===== src/rtl/mem_arbiter.sv =====
// Arbitrates one variable-latency memory bus between the instruction-fetch and data ports,
// holding each result until the pipeline advances and aborting transactions that never ack.
module mem_arbiter #(
  parameter int TIMEOUT = 255
) (
  input  logic        clk,
  input  logic        rst,
  input  logic        if_ce_i,
  input  logic [31:0] if_addr_i,
  output logic [31:0] if_data_o,
  input  logic        mem_ce_i,
  input  logic        mem_we_i,
  input  logic [3:0]  mem_sel_i,
  input  logic [31:0] mem_addr_i,
  input  logic [31:0] mem_data_i,
  output logic [31:0] mem_data_o,
  output logic        stallreq_o,
  output logic        bus_req_o,
  output logic        bus_we_o,
  output logic [3:0]  bus_sel_o,
  output logic [31:0] bus_addr_o,
  output logic [31:0] bus_wdata_o,
  input  logic [31:0] bus_rdata_i,
  input  logic        bus_ack_i,
  output logic        bus_err_o
);

  localparam logic [1:0] S_IDLE = 2'd0;
  localparam logic [1:0] S_DATA = 2'd1;
  localparam logic [1:0] S_INST = 2'd2;
  localparam logic [7:0] CNT_LAST = 8'(TIMEOUT - 1);

  logic [1:0]  state_q, state_d;
  logic [7:0]  cnt_q, cnt_d;
  logic        if_done_q, if_done_d;
  logic        mem_done_q, mem_done_d;
  logic [31:0] if_hold_q, if_hold_d;
  logic [31:0] mem_hold_q, mem_hold_d;
  logic        err_q, err_d;

  logic if_pend, mem_pend, finish, expired;

  assign mem_pend   = mem_ce_i & ~mem_done_q;
  assign if_pend    = if_ce_i & ~if_done_q;
  assign stallreq_o = mem_pend | if_pend;
  assign expired    = (cnt_q == CNT_LAST) & ~bus_ack_i;
  assign finish     = bus_ack_i | expired;

  always_comb begin
    state_d    = state_q;
    cnt_d      = cnt_q;
    if_done_d  = if_done_q;
    mem_done_d = mem_done_q;
    if_hold_d  = if_hold_q;
    mem_hold_d = mem_hold_q;
    err_d      = 1'b0;
    case (state_q)
      S_IDLE: begin
        cnt_d = 8'd0;
        if (mem_pend)     state_d = S_DATA;
        else if (if_pend) state_d = S_INST;
      end
      S_DATA: begin
        if (finish) begin
          mem_done_d = 1'b1;
          if (!mem_we_i) mem_hold_d = bus_ack_i ? bus_rdata_i : 32'h0;
          err_d   = expired;
          cnt_d   = 8'd0;
          state_d = if_pend ? S_INST : S_IDLE;
        end else begin
          cnt_d = cnt_q + 8'd1;
        end
      end
      S_INST: begin
        if (finish) begin
          if_done_d = 1'b1;
          if_hold_d = bus_ack_i ? bus_rdata_i : 32'h0;
          err_d     = expired;
          cnt_d     = 8'd0;
          state_d   = S_IDLE;
        end else begin
          cnt_d = cnt_q + 8'd1;
        end
      end
      default: state_d = S_IDLE;
    endcase
    // No stall means the pipeline moves on this edge, so held results are consumed.
    if (!stallreq_o) begin
      if_done_d  = 1'b0;
      mem_done_d = 1'b0;
    end
  end

  always_ff @(posedge clk or negedge rst) begin
    if (!rst) begin
      state_q    <= S_IDLE;
      cnt_q      <= 8'd0;
      if_done_q  <= 1'b0;
      mem_done_q <= 1'b0;
      if_hold_q  <= 32'h0;
      mem_hold_q <= 32'h0;
      err_q      <= 1'b0;
    end else begin
      state_q    <= state_d;
      cnt_q      <= cnt_d;
      if_done_q  <= if_done_d;
      mem_done_q <= mem_done_d;
      if_hold_q  <= if_hold_d;
      mem_hold_q <= mem_hold_d;
      err_q      <= err_d;
    end
  end

  always_comb begin
    bus_req_o   = 1'b0;
    bus_we_o    = 1'b0;
    bus_sel_o   = 4'b0000;
    bus_addr_o  = 32'h0;
    bus_wdata_o = 32'h0;
    case (state_q)
      S_DATA: begin
        bus_req_o   = 1'b1;
        bus_we_o    = mem_we_i;
        bus_sel_o   = mem_sel_i;
        bus_addr_o  = mem_addr_i;
        bus_wdata_o = mem_data_i;
      end
      S_INST: begin
        bus_req_o  = 1'b1;
        bus_sel_o  = 4'b1111;
        bus_addr_o = if_addr_i;
      end
      default: ;
    endcase
  end

  assign if_data_o  = if_hold_q;
  assign mem_data_o = mem_hold_q;
  assign bus_err_o  = err_q;

endmodule


===== config.mk =====
export PLATFORM = sky130hd
export DESIGN_NAME = mem_arbiter
export DESIGN_NICKNAME = d
export VERILOG_FILES = /design/src/rtl/mem_arbiter.sv
export SDC_FILE = /design/constraint.sdc
export NUM_CORES = 1
export LEC_CHECK = 0
export ABC_AREA = 1
export CAP_MARGIN = 20
export CORE_UTILIZATION = 24
export CTS_BUF_LIST = sky130_fd_sc_hd__clkbuf_16
export DETAILED_ROUTE_END_ITERATION = 8
export DONT_BUFFER_PORTS = 1
export GPL_TIMING_DRIVEN = 1
export REMOVE_ABC_BUFFERS = 1
export SLEW_MARGIN = 40
export SYNTH_ARGS = -nofsm -noshare
export SYNTH_HDL_FRONTEND = slang
export SYNTH_SLANG_ARGS = --single-unit

===== constraint.sdc =====
create_clock -name clk -period 1.9 [get_ports clk]
set_input_delay 0.095 -clock clk [delete_from_list [all_inputs] [get_ports clk]]
set_output_delay 0.095 -clock clk [all_outputs]
set_load 0.03 [all_outputs]

After elaboration in Yosys (flattened, before gate mapping)

Index checks and enable logic that the tools add are counted.

Reductions and logical operators: 8
Equality and inequality tests: 9
Add/subtract/negate cells: 1
Bitwise gates (word level): 9
Multiplexer cells: 21

Operators with widths:

| operator                                      | count |
|---|---|
| two-way mux 32 bit                            | 2 |
| case mux 32 bit (2 select lines)              | 1 |
| case mux 8 bit (2 select lines)               | 1 |
| two-way mux 2 bit                             | 5 |
| two-way mux 1 bit                             | 9 |
| adder 8 x 1 -> 8 bit, second input constant   | 1 |
| == test 8 bit, second input constant          | 1 |
| two-way mux 8 bit                             | 1 |
| case mux 4 bit (2 select lines)               | 1 |
| != test 2 x 1 -> 1 bit, second input constant | 3 |
| case mux 2 bit (3 select lines)               | 1 |
| AND reduction 2 bit                           | 3 |
| AND reduction 3 bit                           | 2 |
| != test 2 bit, second input constant          | 2 |
| NOT 1 bit                                     | 4 |
| bitwise AND 1 bit                             | 3 |
| != test 3 bit, second input constant          | 1 |
| == test 2 x 1 -> 1 bit, second input constant | 1 |
| == test 2 bit, second input constant          | 1 |
| zero test 2 bit                               | 1 |
| OR 1 bit                                      | 2 |
| nonzero test 2 bit                            | 1 |
| OR reduction 2 bit                            | 1 |

Output and inout bits: 136
Word-level logic and storage cells: 55
Bits of input ports: 138
Bits in registers: 77

Longest topological paths before layout

Word-level depth: 6
Mapped depth: 10
Depth with buffers taken out: 9

Worst setup path after synthesis

No wires, ideal clock.

Path kind: reg2out
Start: reg state_q[0]
End: out bus_addr_o[0]
Arrival: 1.847 ns
Path buffers: 1
Cell stages (with the launch flop): 6
Slack: -0.042 ns
Cell sequence: dfrtp_1 -> inv_1 -> ha_1 -> clkinv_1 -> clkbuf_1 -> a21oi_1

Longest elaborated chain between the ends: 2
Elaborated cells between the ends (all ways): 3
Classes of those cells: eq/ne (2); mux (1)

RTL lines:

| item                                                    | line | source |
|---|---|---|
| start, declared                                         | 33   | `logic [1:0] state_q, state_d;` |
| start signal, assigned                                  | 104  | `state_q <= state_d;` |
| == test 2 bit or == test 2 x 1 -> 1 bit (tied branches) | 120  | `case (state_q)` |
| case mux 32 bit (2 select lines) (*)                    | 120  |  |
| end, declared                                           | 21   | `output logic [31:0] bus_addr_o,` |

Every way passes the cells marked *; elsewhere a longest branch is shown, timed or not.

Final worst setup path

Start: reg state_q[0]
End: out bus_addr_o[13]

The elaborated chain is that of the path after synthesis.

==> results by group <==
Yosys
  • Synth unique cells: 25
  • Seq/Total Area, Yosys: 47.2%
  • Synth Instances: 560
  • Synth Warn #: 0
  • Syn Area/Cell: 7.29 sq um
  • Synthesized area: 4080 sq um
  • Post-synthesis sequential element count: 77

STA
  • Max Slew Vio Count: 0
  • Final hold vios: 0
  • Min cycle time layout: 1840 ps
  • Achievable Freq: 0.542 GHz
  • Actual slew at the worst max-slew pin: 488 ps
  • Final TNS setup: 0 ps
  • Slew headroom: 67.5%
  • Skew final: 6.80 ps
  • Setup Viol. Count Final: 0
  • Final period util: 97.0%
  • RSZ-0062 raised after global routing: yes

Routing
  • Total Wirelength: 13300 microns
  • Via count: 3898
  • Number of vias per cell: 4.61
  • Routed Antenna Nets: 0
  • # DRC: 0
  • First drt pass iteration count: 6
  • Initial DRC Count: 282
  • DR WL/cell: 15.7 microns

Cells and area
  • Synthesis-to-layout area growth: 31.6%
  • Antenna cells: 0
  • Storage cell area: 1930 sq um
  • Final Util: 32.4%
  • Fin nets: 766
  • Fill cell count: 1750
  • Final cell count without fillers: 846
  • Design Area, Final: 5370 sq um
  • Share of cells above drive strength 1: 13.9%
  • Area of the multi-input gates: 1860 sq um

Die
  • IO Pins: 274
  • FP Rows: 47
  • Die Y: 132 microns
  • Initial Utilization: 24.6%
  • Die Width: 132 microns
  • Core Region: 16600 sq um
  • Die area: 17500 sq um

Hold path
  • Hold Path Class: input pin to flop
  • Hold path start: mem_ce_i
  • Hold Path Sink: state_q[0]$_DFFE_PN0P_
  • Hold Crit Depth: 4

Clocking
  • CTS tree: built
  • TritonCTS buffer count: 9
  • Clock tree buffer depth: 2
  • Clock transition at the registers of the reported paths: 60 ps
  • Clock Sinks: 77
  • # H-tree levels: 3
  • Later-pin clock latency in the skew report: 340 ps
  • CTS Root Cell: clkbuf_16

Setup path
  • WP data required: 1800 ps
  • Top delay family on crit path: buffers and inverters
  • R2R Path End: mem_data_o[6]$_DFFE_PN0P_
  • Crit path buf inv count: 4
  • FF-to-FF setup slack: 190 ps
  • CP Cell Sequence: inv_1 > ha_1 > inv_2 > buf_12 > a21oi_1 > buf_4
  • Max FO, Critical Path: 33
  • Crit. End Element: primary output
  • R2R cell count: 9
  • Critical path arrival: 1750 ps
  • CP Class: flop to primary output
  • Delay of the slowest critical-path stage: 370 ps
  • R2r startpoint: cnt_q[0]$_DFFE_PN0P_
  • Critical Path Source Type: flop
  • Slowest stage cell, crit path: dfrtp_1

Global routing
  • GR Overflow Total: 0
  • Initial antenna violation count: 0
  • Vias in the first global route: 3687
  • Largest net degree at the start of global routing: 78
  • Global Route Usage Sum: 14.8%
  • First-pass GRT wire length: 20300 microns

Flow run
  • Max-cap violation count: 0

Place
  • DP Wirelength: 8810 microns
  • Final GP Congestion: 0.845
  • Placed insts: 789
  • IO buf count: 0
  • Dpl cell area: 4590 sq um

Pwr
  • Peak supply drop: 626 uV
  • Pleak: 2.79 nW
  • PD cells: 1800 nW/um^2

Status
  • Outcome: finished, final reports clean
## worst register-to-register path, delay by kind of cell, from the launching register on
| kind | cells | cell delay (ps) |
|---|---|---|
| adders and majority gates | 1 | 160 |
| and+or+nand+nor | 6 | 930 |
| buffers and inverters | 2 | 140 |
| DFF | 1 | 380 |
## per-stage QoR
step | setup WS (ps) | hold WS, ps | power, mW
2_1_floorplan | -1290 | -201 | 6.44
3_3_place_gp | 152 | -199 | 7.69
3_5_place_dp | 153 | -199 | 7.74
4_1_cts | 5.34 | 12.2 | 9.59
5_1_grt | -20.9 | 54.9 | 10.2
6_report | 56.3 | 27.5 | 9.68
## layer usage
layer / global-route usage, % / part of all wire, % / up-vias
met3: 3.46 / 5.6 / 11
li1: - / - / 1883
met4: 4.21 / 1.0 / 0
met5: 0 / 0 / -
met1: 18.3 / 42 / 1843
met2: 25.6 / 51 / 161
## power by group
part	leakage (nW)	internal [mW]	switching, mW
registers	0.979	2.30	1.78
logic	1.69	1.35	2.71
clock network	0.126	0.862	0.680
## what timing repair did
item | in CTS | in global routing
hold buffers | 35 | 0
endpoints found under the hold margin | 144 | 0
setup endpoints to repair | 54 | 47
gates cloned | 0 | 1
gates resized for setup | 6 | 10
pin swaps | 1 | 1
buffers inserted | 6 | 0
## layout make-up
| type | instances | area share [%] |
|---|---|---|
| timing repair buffer | 89 | 16.3 |
| tap | 220 | 5.12 |
| multi-input combinational | 398 | 34.6 |
| clock inverter | 6 | 0.606 |
| sequential | 77 | 35.9 |
| clock buffer | 9 | 4.19 |
| inverter | 47 | 3.28 |
## cells by family after synthesis
group | count (synthesis) | share of synthesized area [%]
AO/OA/AOI/OAI | 40 | 5.12
XOR/XNOR | 4 | 0.859
adder cells (fa/ha/maj) | 6 | 1.84
buffers and inverters | 85 | 8.86
flip-flops | 77 | 47.2
AND/OR/NAND/NOR | 348 | 36.1
## synthesized netlist by cell type
cell type	n	area, sq um
a21oi_1	35	175
nand2_2	1	6.26
clkinv_1	1	3.75
a21oi_2	1	8.76
nand3_4	1	17.5
xor2_1	3	26.3
buf_6	3	33.8
nand3_1	37	185
nor2_2	1	6.26
dfrtp_1	77	1930
clkbuf_1	18	67.6
xnor2_1	1	8.76
nand2_4	2	22.5
nor2_1	21	78.8
ha_1	6	75.1
buf_1	5	18.8
or2_2	1	6.26
buf_2	10	50.1
o21ai_0	2	10.0
nor3_1	1	5.00
inv_1	46	173
nand2_1	250	938
o21bai_1	2	15.0
buf_4	2	15.0
nand4_1	33	206
## cell usage in the layout, fill, tap and decap left out, types with 3 or more instances in the layout
| master | Yosys | routed |
|---|---|---|
| inv_1 | 46 | 47 |
| clkbuf_16 | 0 | 10 |
| nand3_1 | 37 | 37 |
| nand4_1 | 33 | 33 |
| buf_4 | 2 | 47 |
| ha_1 | 6 | 4 |
| nand2_1 | 250 | 249 |
| xor2_1 | 3 | 3 |
| a21oi_1 | 35 | 28 |
| a21oi_2 | 1 | 6 |
| buf_12 | 0 | 5 |
| dfrtp_1 | 77 | 77 |
| nor2_1 | 21 | 21 |
| dlygate4sd3_1 | 0 | 33 |
## worst max-delay path by stage
| stage | end | from | slack (ps) | depth (start not counted) |
|---|---|---|---|---|
| floorplan | bus_sel_o[0] | state_q[1]$_DFFE_PN0P_ | -1290 | 5 |
| global placement | bus_addr_o[11] | state_q[0]$_DFFE_PN0P_ | 150 | 6 |
| detailed placement | mem_data_o[28]$_DFFE_PN0P_ | cnt_q[0]$_DFFE_PN0P_ | 150 | 9 |
| CTS | bus_addr_o[5] | state_q[1]$_DFFE_PN0P_ | 5 | 6 |
| global route | mem_data_o[10]$_DFFE_PN0P_ | cnt_q[0]$_DFFE_PN0P_ | -20 | 9 |
| finish | bus_addr_o[13] | state_q[0]$_DFFE_PN0P_ | 60 | 6 |
## registers in the layout, indices dropped and copies added (netlist names)
register / cells
state_q: 2
bus_err_o: 1
mem_done_q: 1
if_data_o: 32
mem_data_o: 32
if_done_q: 1
cnt_q: 8
(Power assumes the default switching activity.)
